File: src/rtl/vga_timing_gen.sv
// VGA raster timing generator: pixel-enable divider, h/v raster counters, syncs, strobes and frame counter.
// Decode is taken from next-state counters, so sync/active flops line up with the counter values shown.
module vga_timing_gen #(
   parameter int H_ACTIVE = 640,
   parameter int H_FP     = 16,
   parameter int H_SYNC   = 96,
   parameter int H_BP     = 48,
   parameter int V_ACTIVE = 480,
   parameter int V_FP     = 10,
   parameter int V_SYNC   = 2,
   parameter int V_BP     = 33,
   parameter int CLK_DIV  = 2,
   parameter bit HS_POL   = 1'b0,
   parameter bit VS_POL   = 1'b0,
   parameter int FRAME_W  = 16,
   localparam int H_TOTAL = H_ACTIVE + H_FP + H_SYNC + H_BP,
   localparam int V_TOTAL = V_ACTIVE + V_FP + V_SYNC + V_BP,
   localparam int HW      = $clog2(H_TOTAL),
   localparam int VW      = $clog2(V_TOTAL)
) (
   input  logic               CLOCK_50,
   input  logic               reset,
   input  logic               enable,
   output logic               pix_en,
   output logic [HW-1:0]      hcount,
   output logic [VW-1:0]      vcount,
   output logic               active,
   output logic               line_start,
   output logic               frame_start,
   output logic [FRAME_W-1:0] frame_count,
   output logic               VGA_CLK,
   output logic               VGA_HS,
   output logic               VGA_VS,
   output logic               VGA_BLANK_N,
   output logic               VGA_SYNC_N
);

   localparam int DW          = $clog2(CLK_DIV);
   localparam int H_SYNC_BEG  = H_ACTIVE + H_FP;
   localparam int H_SYNC_END  = H_ACTIVE + H_FP + H_SYNC;
   localparam int V_SYNC_BEG  = V_ACTIVE + V_FP;
   localparam int V_SYNC_END  = V_ACTIVE + V_FP + V_SYNC;

   if (CLK_DIV < 2 || H_ACTIVE == 0 || H_FP == 0 || H_SYNC == 0 || H_BP == 0 ||
       V_ACTIVE == 0 || V_FP == 0 || V_SYNC == 0 || V_BP == 0) begin : gBadParam
      $error("vga_timing_gen: CLK_DIV must be >= 2 and every H_*/V_* parameter nonzero");
   end

   logic [DW-1:0] divCnt;
   logic [DW-1:0] divNext;
   logic [HW-1:0] hNext;
   logic [VW-1:0] vNext;
   logic          divLast;
   logic          tick;
   logic          hWrap;
   logic          vWrap;
   logic          lineWrap;
   logic          frameWrap;

   assign divLast     = (divCnt == DW'(CLK_DIV - 1));
   assign tick        = enable && divLast;
   assign pix_en      = tick && !reset;
   assign hWrap       = (hcount == HW'(H_TOTAL - 1));
   assign vWrap       = (vcount == VW'(V_TOTAL - 1));
   assign lineWrap    = tick && hWrap;
   assign frameWrap   = lineWrap && vWrap;
   assign VGA_BLANK_N = active;
   assign VGA_SYNC_N  = 1'b0;

   // With enable low every next value equals the current one, so all decoded outputs hold too.
   always_comb begin
      divNext = divCnt;
      hNext   = hcount;
      vNext   = vcount;
      if (enable) begin
         divNext = divLast ? '0 : divCnt + DW'(1);
      end
      if (tick) begin
         hNext = hWrap ? '0 : hcount + HW'(1);
      end
      if (lineWrap) begin
         vNext = vWrap ? '0 : vcount + VW'(1);
      end
   end

   always_ff @(posedge CLOCK_50) begin
      if (reset) begin
         divCnt      <= '0;
         hcount      <= '0;
         vcount      <= '0;
         frame_count <= '0;
         line_start  <= 1'b0;
         frame_start <= 1'b0;
         VGA_CLK     <= 1'b0;
         VGA_HS      <= ~HS_POL;
         VGA_VS      <= ~VS_POL;
         active      <= 1'b1;
      end else begin
         divCnt      <= divNext;
         hcount      <= hNext;
         vcount      <= vNext;
         line_start  <= lineWrap;
         frame_start <= frameWrap;
         if (frameWrap) begin
            frame_count <= frame_count + FRAME_W'(1);
         end
         VGA_CLK <= (divNext >= DW'(CLK_DIV / 2));
         VGA_HS  <= (hNext >= HW'(H_SYNC_BEG) && hNext < HW'(H_SYNC_END)) ? HS_POL : ~HS_POL;
         VGA_VS  <= (vNext >= VW'(V_SYNC_BEG) && vNext < VW'(V_SYNC_END)) ? VS_POL : ~VS_POL;
         active  <= (hNext < HW'(H_ACTIVE)) && (vNext < VW'(V_ACTIVE));
      end
   end

endmodule
File: config.mk
export PLATFORM = sky130hd
export DESIGN_NAME = vga_timing_gen
export DESIGN_NICKNAME = d
export VERILOG_FILES = /design/src/rtl/vga_timing_gen.sv
export SDC_FILE = /design/constraint.sdc
export NUM_CORES = 1
export LEC_CHECK = 0
export CAP_MARGIN = 20
export CORE_UTILIZATION = 39
export CTS_CLUSTER_SIZE = 8
export DETAILED_ROUTE_END_ITERATION = 16
export HOLD_SLACK_MARGIN = 0.05
export PLACE_DENSITY = 0.73
export SYNTH_ARGS = -nofsm -noshare
export SYNTH_HDL_FRONTEND = slang
export SYNTH_SLANG_ARGS = --single-unit
File: constraint.sdc
create_clock -name CLOCK_50 -period 4.6 [get_ports CLOCK_50]
set_input_delay 0.46 -clock CLOCK_50 [delete_from_list [all_inputs] [get_ports CLOCK_50]]
set_output_delay 0.46 -clock CLOCK_50 [all_outputs]
set_load 0.01 [all_outputs]
# After elaboration in Yosys (flattened, before gate mapping)
# Cells that the tools add are included.
[totals] out_inout_bits=45 regBits=43 input_bits=3
[classes] n_addsub=4 n_mux=8 n_lt_le_gt_ge=7 n_eq_ne=2 n_reduce_logical=8
[ops] cell="10-bit 2-to-1 mux" n=4
[ops] cell="10-bit by 1-bit adder with 10-bit output (second input constant)" n=2
[ops] cell="10-bit equality test (second input constant)" n=2
[ops] cell="10-bit less-than comparator (second input constant)" n=2
[ops] cell="10-bit by 9-bit less-than comparator with 1-bit output (second input constant)" n=2
[ops] cell="16-bit by 1-bit adder with 16-bit output (second input constant)" n=1
[ops] cell="10-bit >= comparator (second input constant)" n=1
[ops] cell="10-bit by 9-bit >= comparator with 1-bit output (second input constant)" n=1
[ops] cell="1-bit logical AND" n=7
[ops] cell="1-bit 2-to-1 mux" n=4
[ops] cell="1-bit adder (second input constant)" n=1
[ops] cell="1-bit >= comparator (second input constant)" n=1
[ops] cell="1-bit logical NOT" n=1

# Longest topological paths before layout
[logic_depth] ltp_word=6 ltp_mapped=9 mapped_depth_nobuf=8

# Worst setup path before layout
# OpenSTA, ideal clock, no wires.
[synth_timing] path_kind="input to register" start="input port enable" end="register active, in the netlist VGA_BLANK_N" t_required_ps=4485 slack_ps=2310 t_arrival_ps=2175 path_buffers=2 cell_stages=9 cell_sequence="ha_1 -> and3_1 -> clkbuf_4 -> and4_1 -> clkbuf_1 -> a311oi_1 -> a21oi_1 -> or3_1 -> a31o_1"
[synth_via] elab_chain_cells=5 elab_cells_between_ends=7 classes_between="order compare: 2; mux: 2; reduce/logical: 3"
[synth_lines] element="from (decl)" line_no="23" rtl="input logic enable,"
[synth_lines] element="1-bit logical AND (*)" line_no="61" rtl="assign tick = enable && divLast;"
[synth_lines] element="1-bit logical AND" line_no="65" rtl="assign lineWrap = tick && hWrap;"
[synth_lines] element="10-bit 2-to-1 mux" line_no="81" rtl="if (lineWrap) begin"
[synth_lines] element="10-bit by 9-bit less-than comparator with 1-bit output" line_no="110" rtl="active <= (hNext < HW'(H_ACTIVE)) && (vNext < VW'(V_ACTIVE));"
[synth_lines] element="1-bit logical AND (*)" line_no="110"
[synth_lines] element="to (signal assigned)" line_no="110"
[synth_lines] element="to (decl)" line_no="27" rtl="output logic active,"
# Mark *: on every way between the ends. The rest lies on a longest branch, timed or not.
# A chain may end at the register's enable or synchronous reset.

# Final worst setup path
# Ends and elaborated chain as after synthesis.

==> impl_metrics.json <==
{
  "outcome": "completed",
  "detail_route.iter0.violations": 85,
  "layout_worst_path_cycle_share_pct": 61.2,
  "cp-startpoint": "enable",
  "reg2reg_from": "VGA_CLK$_SDFF_PP0_",
  "gr_ovfl_total": 0,
  "placementRows": 26,
  "fmax_mhz": 355,
  "via_per_inst": 5.16,
  "syn_nets": 256,
  "ir_drop_uv": 208,
  "synth_enable_flop_cells": 0,
  "root_buffer": "clkbuf_8",
  "yosysUniqueCellTypes": 53,
  "cellInternalPower_mw": 0.605,
  "htree_num_levels": 2,
  "synth_cells": 248,
  "worst-r2r-cell-count": 7,
  "crit_path_cell_trace": "clkdlybuf4s50_1 -> ha_1 -> and3_1 -> nand3_2 -> nor4_2 -> xnor2_1 -> or3_1 -> a31o_1",
  "drc_errors": 0,
  "critical_path_at_ns": 3.00,
  "global_placer_s_final_weighted_congestion": 0.890,
  "cellLeakagePower_nw": 0.959,
  "power_frac_clock_pct": 47.8,
  "number_of_antenna_violations_at_the_first_check_in_global_routing": 0,
  "synthToLayoutAreaGrowth_pct": 29.0,
  "cp-start-kind": "input pin",
  "ys_warn_count": 0,
  "die_width_um": 76.1,
  "drt_wl_cell_um": 12.6,
  "postCtsSetupBuffers": 0,
  "clock_tree.buffer_depth": 2,
  "router_iterations_before_antenna_repair": 4,
  "routed-via-count": 1867,
  "synth.cell_area_mm2": 0.00214,
  "clk_latency_ns": 0.29,
  "timing.critical_path.required_ns": 4.78,
  "final_max_slew_viol_count": 0,
  "core_mm2": 0.00520,
  "numClockSinks": 42,
  "timing.final.hold_violations": 0,
  "path_clk_slew_ns": 0.08,
  "setup.worst_path.class": "input pin to register",
  "place_ws_ns": 1.52,
  "worstReg2RegEnd": "VGA_BLANK_N$_SDFF_PP1_",
  "report.power.total_mw": 0.739,
  "cts_tree": "done",
  "postPlaceCellArea_mm2": 0.00262,
  "first_global_vias": 1684,
  "finalHoldWorstSlack_ns": 0.511,
  "dp.final_hpwl_um": 3220,
  "power_density_mw_per_mm2": 267,
  "synth_async_sr_flop_share_pct": 0,
  "die_h_um": 76.1,
  "worstHoldStart": "frame_count[9]$_SDFFE_PP0P_",
  "worst-r2r-setup-slack_ns": 2.09,
  "postCtsHoldBufs": 0,
  "timing.critical_path.slowest_stage_cell": "clkdlybuf4s50_1",
  "final.setup_skew_ns": 0.00638,
  "slew_headroom_pct": 58.9,
  "cts.repair.resized": 0,
  "synth_flop_cell": "dfxtp_1",
  "timing.max_cap.violations": 0,
  "fin_nets": 299,
  "tightestPinTransition_ns": 0.611,
  "setup_viol": 0,
  "place.port_buffers": 46,
  "drive_above_1_share_pct": 7.88,
  "net-switching-power_mw": 0.134,
  "start_util_pct": 41.1,
  "synth_area_per_cell_um2": 8.63,
  "routed_wl_um": 4560,
  "groute.usage.overall_pct": 16.3,
  "diodes": 0,
  "largest_net_degree_at_the_start_of_global_routing": 42,
  "critPathCapture": "VGA_BLANK_N$_SDFF_PP1_",
  "critPathMaxFanout": 13,
  "synth_seq_area_share_pct": 39.3,
  "fillerInstances": 499,
  "post-route-worst-setup-slack_ns": 1.79,
  "numCtsBuffers": 5,
  "ios": 48,
  "crit_end_element": "register",
  "ant_nets": 0,
  "p_sw_share_pct": 18.1,
  "worst_path_largest_cell_delay_ns": 0.46,
  "power_frac_seq_pct": 49.6,
  "min_path_cells": 2,
  "postSynthRegisterBits": 42,
  "finish.instance_area_mm2": 0.00276,
  "logic_gate_share_of_total_power_pct": 2.6,
  "setup_tns_ns": 0,
  "timing.final.crit_period_ns": 2.81,
  "floorplan.die_area_mm2": 0.00579,
  "worstHoldPathType": "register to register",
  "grt_first_pass_wirelength_um": 7800,
  "rsz0062_at_grt": "no"
}
synth_stat cells, types with 2 or more instances:
cell      count  area (µm²)
nand4_1       8        50.1
inv_1         5        18.8
nor3b_1       2        15.0
and4_1        2        17.5
nor3_1       13        65.1
or3_1         6        37.5
dfxtp_1      42         841
nor2_1       33         124
xnor2_1       9        78.8
nand3_1       9        45.0
a21oi_1      12        60.1
nor2b_1       2        12.5
o21ai_0      11        55.1
clkbuf_1      6        22.5
xor2_1       15         131
buf_4         2        15.0
mux2i_1       2        20.0
and3_1        4        25.0
nor4_1        3        18.8
ha_1          5        62.6
nand2_1      22        82.6
or2_2         2        12.5
a31oi_1       2        12.5
and2_1        2        12.5
stage by stage:
step,cells,util [%]
final,362,53.1
after CTS,361,53.0
after floorplan,248,-
after global placement,353,50.2
after global routing,362,53.1
after detailed placement,353,50.2
power groups by stage:
stage | combinational, mW | sequential [mW] | clock, mW
global placement | 0.0187 | 0.375 | 0
floorplan | 0.0121 | 0.376 | 0
CTS | 0.0192 | 0.367 | 0.362
detailed placement | 0.0190 | 0.375 | 0
finish | 0.0190 | 0.367 | 0.353
global route | 0.0204 | 0.367 | 0.378
cells by family after synthesis:
| kind of cell | after synthesis | synth area share [%] |
|---|---|---|
| AND/OR/NAND/NOR | 123 | 32.8 |
| flip-flops | 42 | 39.3 |
| AO/OA/AOI/OAI | 34 | 9.41 |
| XOR/XNOR | 24 | 9.82 |
| buffers and inverters | 17 | 4.68 |
| adder cells (fa/ha/maj) | 5 | 2.92 |
| multiplexers | 2 | 0.935 |
| other | 1 | 0.175 |
metal layers:
layer / global-route usage (%) / up-vias / share of wire [%]
met5: 0 / - / 0
met1: 22.0 / 847 / 49
met3: 4.31 / 4 / 6.3
met4: 5.00 / 0 / 0.85
met2: 25.4 / 59 / 43
li1: - / 957 / -
cell usage in the layout, fill, tap and decap left out, types with 2 or more instances in the layout:
cell type | synthesis | final
inv_1 | 5 | 5
dfxtp_1 | 42 | 42
mux2i_1 | 2 | 2
and4_1 | 2 | 2
and3_1 | 4 | 4
nor3_1 | 13 | 13
or3_1 | 6 | 6
clkdlybuf4s50_1 | 0 | 46
xnor2_1 | 9 | 9
nor3b_1 | 2 | 2
bufinv_16 | 0 | 2
nor2_1 | 33 | 33
nand2_1 | 22 | 22
o21ai_0 | 11 | 11
xor2_1 | 15 | 15
ha_1 | 5 | 5
nor4_1 | 3 | 3
a21oi_1 | 12 | 12
or2_2 | 2 | 2
a31oi_1 | 2 | 2
nand4_1 | 8 | 8
clkbuf_8 | 1 | 6
and2_1 | 2 | 2
nand3_1 | 9 | 9
nor2b_1 | 2 | 2
how the worst min path moves through the flow:
stage	to	slack (ns)
global route	frame_count[5]$_SDFFE_PP0P_	0.56
floorplan	frame_count[9]$_SDFFE_PP0P_	0.51
global placement	frame_count[9]$_SDFFE_PP0P_	0.49
finish	frame_count[9]$_SDFFE_PP0P_	0.51
detailed placement	frame_count[9]$_SDFFE_PP0P_	0.50
CTS	frame_count[9]$_SDFFE_PP0P_	0.51
final cells by class:
type                    count  area (µm²)  area share [%]
repair buffers             48         473            17.1
flip-flops and latches     42         841            30.4
clock buffers               6        82.6            2.99
inverters                   5        18.8           0.679
well taps                  70        87.6            3.17
multi-input cells         189        1200            43.4
clock inverters             2        60.1            2.17
flip-flops by register name, indices dropped and copies added (netlist names):
| name | cells |
|---|---|
| frame_count | 16 |
| VGA_BLANK_N | 1 |
| VGA_HS | 1 |
| hcount | 10 |
| vcount | 10 |
| line_start | 1 |
| VGA_VS | 1 |
| VGA_CLK | 1 |
| frame_start | 1 |
critical path, delay by kind of cell:
| family | cells | cell delay, ns |
|---|---|---|
| compound gates | 1 | 0.21 |
| xor+xnor | 1 | 0.15 |
| fa+ha+maj | 1 | 0.27 |
| buf+inv | 1 | 0.46 |
| simple gates | 4 | 1.43 |
Note: power is estimated with default switching activity, not from simulation.
==> RTL change 1 (same settings) <==
Set the parameter `H_FP` to 32 (it was 16).
--- a/src/rtl/vga_timing_gen.sv
+++ b/src/rtl/vga_timing_gen.sv
@@ -4,3 +4,3 @@
    parameter int H_ACTIVE = 640,
-   parameter int H_FP     = 16,
+   parameter int H_FP     = 32,
    parameter int H_SYNC   = 96,
Function: same outputs for any inputs over 10 cycles, from zero or initial values and one cycle with reset high; that may be too few to reach the edited logic, so the function may still have changed.
==> RTL change 1 against the unedited design <==
Sequential cell count unchanged. Wire length down 0.24%. Maximum frequency fell by 13%. Count of clock-buffer cells in the layout unchanged. Utilization up 0.82 points. Non-clock buffer count unchanged. Global-route usage rose by 0.38 points. Power down 15%. Hold slack got worse by 0.0024 ns. Synthesized area fell by 4.6%. Cell count fell by 4.1%. Design area decreased by 4.8%. Worst setup slack worse by 0.43 ns. Largest cell class unchanged.
==> RTL change 1: results (changes against the unedited design) <==
[synth]
synth_nets = 246  ; -3.9%
seq_area_frac_synth_pct = 41.2  ; +1.9 points
ys_top_cells_by_count = 42 x dfxtp_1, 22 x nor2_1, 14 x nand4_1, 13 x o21ai_0, 12 x a21oi_1
synth_warnings = 0  ; unchanged
synth_cell_types = 44  ; -17%
ys_top_cells_by_area = dfxtp_1 41%, xnor2_1 4.7%, nand4_1 4.3%, nor2_1 4.0%, xor2_1 3.4%

[timing]
worstMarginPinSlew_ns = 0.865  ; +0.255 ns
clock_skew_ns = 0.0115  ; +0.00510 ns

[global_route]
track_usage_pct = 16.7  ; +0.38 points
grt_pass1_wl_mm = 7.02  ; -10%
grt_max_degree = 38  ; -9.5%
grt_pass1_vias = 1513  ; -10%
antenna_found_initial = 0  ; unchanged

[outcome]
status = finished, final reports clean

[clock_tree]
numCtsBuffers = 5  ; unchanged
h-tree-depth = 2  ; unchanged
path_clk_slew_ns = 0.08  ; about the same
ctsHoldBuffers = 0  ; unchanged
cts_setup_buffers = 0  ; unchanged
root_buffer = clkbuf_8
insertion_delay_ns = 0.30

[finish]
final_nets = 287  ; -4.0%
drive_above_1_share_pct = 7.50  ; -0.38 points
diodes = 0  ; unchanged
largestRegisters = frame_count: 16 flops, hcount: 10 flops, vcount: 10 flops
n_fill_cell = 478  ; -4.2%

[detailed_routing]
vias = 1817  ; -2.7%
wirelength_mm = 4.55  ; -0.24%
first_pass_iters = 4  ; unchanged
drtIter0Drc = 105  ; +24%

[hold_path]
hold_path.class = flip-flop to flip-flop

[worst_setup_path]
cp_max_fo = 15  ; +2
cp.arrival_ns = 3.44  ; +0.44 ns

[pwr]
p_leak_nw = 0.853  ; -11%
vdd_ir_drop_max_uv = 100  ; -52%

[placed_design]
gp_congestion = 0.852  ; -4.2%
io_buffer_count = 46  ; unchanged
place_hpwl_mm = 3.24  ; +0.82%

==> RTL change 1: layout make-up <==
class	count	share of cell area [%]
clock inverter	2	0.523
multi-input combinational	173	42.2
sequential	42	32.0
inverter	9	1.28
tap	67	3.19
clock buffer	6	2.76
timing repair buffer	48	18.1
==> RTL change 1: logic make-up after synthesis <==
| family | after synthesis | synth area share [%] |
|---|---|---|
| AND/OR/NAND/NOR | 108 | 29.7 |
| buffers and inverters | 23 | 4.72 |
| XOR/XNOR | 19 | 8.15 |
| adder cells (fa/ha/maj) | 5 | 3.06 |
| multiplexers | 5 | 2.57 |
| AO/OA/AOI/OAI | 35 | 10.4 |
| other | 1 | 0.184 |
| flip-flops | 42 | 41.2 |
==> RTL change 1: path summary, 6_finish.rpt <==
| check | to | from | slack [ns] | cells past startpoint |
|---|---|---|---|---|
| worst max-delay path | frame_count[15] | enable | 1.35 | 7 |
| worst min-delay path | frame_count[11] | frame_count[11] | 0.51 | 2 |
| worst max register to register | frame_count[15] | VGA_CLK | 1.65 | 6 |
| worst min register to register | frame_count[11] | frame_count[11] | 0.51 | 2 |
==> RTL change 1: power breakdown <==
part / leakage (nW) / switching, mW / internal, mW
Combinational: 0.469 / 0.0113 / 0.00909
Clock: 0.0452 / 0.130 / 0.107
Sequential: 0.339 / 0.00190 / 0.365
==> RTL change 1: stage by stage <==
| step | setup slack, ns | util, % | cell area, um^2 | instances |
|---|---|---|---|---|
| final | 1.35 | 53.9 | 2630 | 347 |
| after global routing | 1.12 | 53.9 | 2630 | 347 |
| after CTS | 1.39 | 53.9 | 2630 | 347 |
| after detailed placement | 1.08 | 52.1 | 2540 | 339 |
| after global placement | 1.23 | 52.1 | 2540 | 339 |
| after floorplan | 1.93 | - | 2040 | 238 |
==> RTL change 1: critical path: stages <==
cell and delay, ns:
clkdlybuf4s50_1 0.47, ha_1 0.38, nand3_2 0.20, nor3_2 0.76, nand4_1 0.52, nor3_1 0.29
mux2_2 0.36
==> RTL change 1: layer usage <==
layer / part of all wire [%] / vias up / track usage, %
met5: 0 / - / 0
met4: 2.0 / 0 / 7.55
met3: 4.8 / 8 / 4.20
met2: 45 / 49 / 25.7
met1: 48 / 831 / 21.9
li1: - / 929 / -
==> RTL change 2 (same settings) <==
Made on the original files. Put one more register stage on the output `hcount`, without a reset. The value now appears one clock later. The other outputs are not delayed to match.
--- a/src/rtl/vga_timing_gen.sv
+++ b/src/rtl/vga_timing_gen.sv
@@ -43,2 +43,4 @@
 
+   logic [HW-1:0] hcount_s0;
+
    if (CLK_DIV < 2 || H_ACTIVE == 0 || H_FP == 0 || H_SYNC == 0 || H_BP == 0 ||
@@ -62,3 +64,3 @@
    assign pix_en      = tick && !reset;
-   assign hWrap       = (hcount == HW'(H_TOTAL - 1));
+   assign hWrap       = (hcount_s0 == HW'(H_TOTAL - 1));
    assign vWrap       = (vcount == VW'(V_TOTAL - 1));
@@ -72,3 +74,3 @@
       divNext = divCnt;
-      hNext   = hcount;
+      hNext   = hcount_s0;
       vNext   = vcount;
@@ -78,3 +80,3 @@
       if (tick) begin
-         hNext = hWrap ? '0 : hcount + HW'(1);
+         hNext = hWrap ? '0 : hcount_s0 + HW'(1);
       end
@@ -88,3 +90,3 @@
          divCnt      <= '0;
-         hcount      <= '0;
+         hcount_s0   <= '0;
          vcount      <= '0;
@@ -99,3 +101,3 @@
          divCnt      <= divNext;
-         hcount      <= hNext;
+         hcount_s0   <= hNext;
          vcount      <= vNext;
@@ -113,2 +115,6 @@
 
+   always_ff @(posedge CLOCK_50) begin
+      hcount <= hcount_s0;
+   end
+
 endmodule
Formal check against the unedited RTL: not equivalent (a bounded check fails within 4 cycles, from zero or initial values and one cycle with reset high).
==> RTL change 2 against the unedited design <==
Synthesized area rose by 12%. Design area grew 7.3%. Via count up 13%. Highest routed layer unchanged. Wire length increased by 11%. First-iteration DRC count up 20%. Largest cell class unchanged. Sequential cell count increased by 10. Power up 1.6%. Worst setup slack gained 0.26 ns.
==> RTL change 2: results (changes against the unedited design) <==
[outcome]
status = finished, final reports clean

[synth]
synth_cell_types = 52  ; -1.9%
synth_flop_cell = dfxtp_1
post_synth.cell_area_avg_um2 = 9.01  ; +4.4%
synth_nets = 273  ; +6.6%
ys_top_cells_by_area = dfxtp_1 44%, nor2_1 3.9%, xnor2_1 3.7%, nand3_1 3.1%, nand2_1 3.0%
ys_top_cells_by_count = 52 x dfxtp_1, 25 x nor2_1, 19 x nand2_1, 15 x nand3_1

[detailed_routing]
first_pass_iters = 7  ; +3
drtIter0Drc = 102  ; +20%
vias_per_cell = 5.52  ; +7.0%

[worst_setup_path]
cp.arrival_ns = 2.80  ; -0.20 ns
cp_max_fo = 21  ; +8

[timing]
clock_skew_ns = 0.00941  ; +0.00303 ns
fmax_ghz = 0.391  ; +10%

[placed_design]
gp_congestion = 0.865  ; -2.7%
dpl_worst_slack_ns = 1.71  ; +0.186 ns
placed_cell_area_um2 = 2870  ; +9.9%
place_hpwl_mm = 3.46  ; +7.7%
dp.cells = 374  ; +5.9%

[finish]
n_fill_cell = 565  ; +13%
final_nets = 314  ; +5.0%

[clock_tree]
insertion_delay_ns = 0.31  ; +0.02 ns
path_clk_slew_ns = 0.10  ; +0.02 ns

[pwr]
p_leak_nw = 0.994  ; +3.7%
p_switching_uw = 176  ; +31%

[global_route]
grt_pass1_vias = 1849  ; +9.8%

-- RTL change 2: metal layers --
metal	part of all wire, %	track usage, %	up-vias
li1	-	-	1049
met1	47	22.5	994
met2	46	26.1	59
met3	5.3	3.64	6
met4	1.3	7.86	0
met5	0	0	-
-- RTL change 2: final timing paths --
path / cells after the start / from / slack [ns] / to
worst max-delay path: 7 / enable / 2.04 / frame_count[15]
worst min-delay path: 0 / hcount_s0[9] / 0.40 / hcount[9]
worst max register to register: 6 / VGA_CLK / 2.30 / frame_count[15]
worst min register to register: 0 / hcount_s0[9] / 0.40 / hcount[9]
-- RTL change 2: cells by family (layout without fill, tap and decap cells) --
group | Yosys count | in the layout | synth area share [%]
fa+ha+maj | 5 | 5 | 2.62
flops | 52 | 52 | 43.6
simple gates | 123 | 123 | 30.1
buf+inv | 20 | 62 | 4.30
mux | 4 | 4 | 1.78
other cells | 1 | 1 | 0.157
compound gates | 45 | 45 | 12.0
xor+xnor | 15 | 15 | 5.50
-- RTL change 2: final cells by class --
| class | count | area (um^2) | share of cell area, % |
|---|---|---|---|
| Sequential cell | 52 | 1040 | 35.1 |
| Clock buffer | 5 | 68.8 | 2.32 |
| Clock inverter | 3 | 22.5 | 0.760 |
| Timing Repair Buffer | 47 | 468 | 15.8 |
| Tap cell | 75 | 93.8 | 3.17 |
| Inverter | 7 | 26.3 | 0.886 |
| Multi-Input combinational cell | 193 | 1240 | 42.0 |
-- RTL change 2: worst max-delay path, stage by stage --
cell             delay (ns)
clkdlybuf4s50_1        0.46
ha_1                   0.33
and2_1                 0.29
and3b_4                0.40
nand4_2                0.25
or4_1                  0.52
o21ai_0                0.09
-- RTL change 2: power groups by stage --
stage          clock network (mW)  registers, mW  logic [mW]
6_report                    0.267          0.458      0.0258
5_1_grt                     0.296          0.459      0.0287
4_1_cts                     0.278          0.458      0.0260
3_5_place_dp                    0          0.469      0.0258
3_3_place_gp                    0          0.468      0.0258
2_1_floorplan                   0          0.469      0.0141
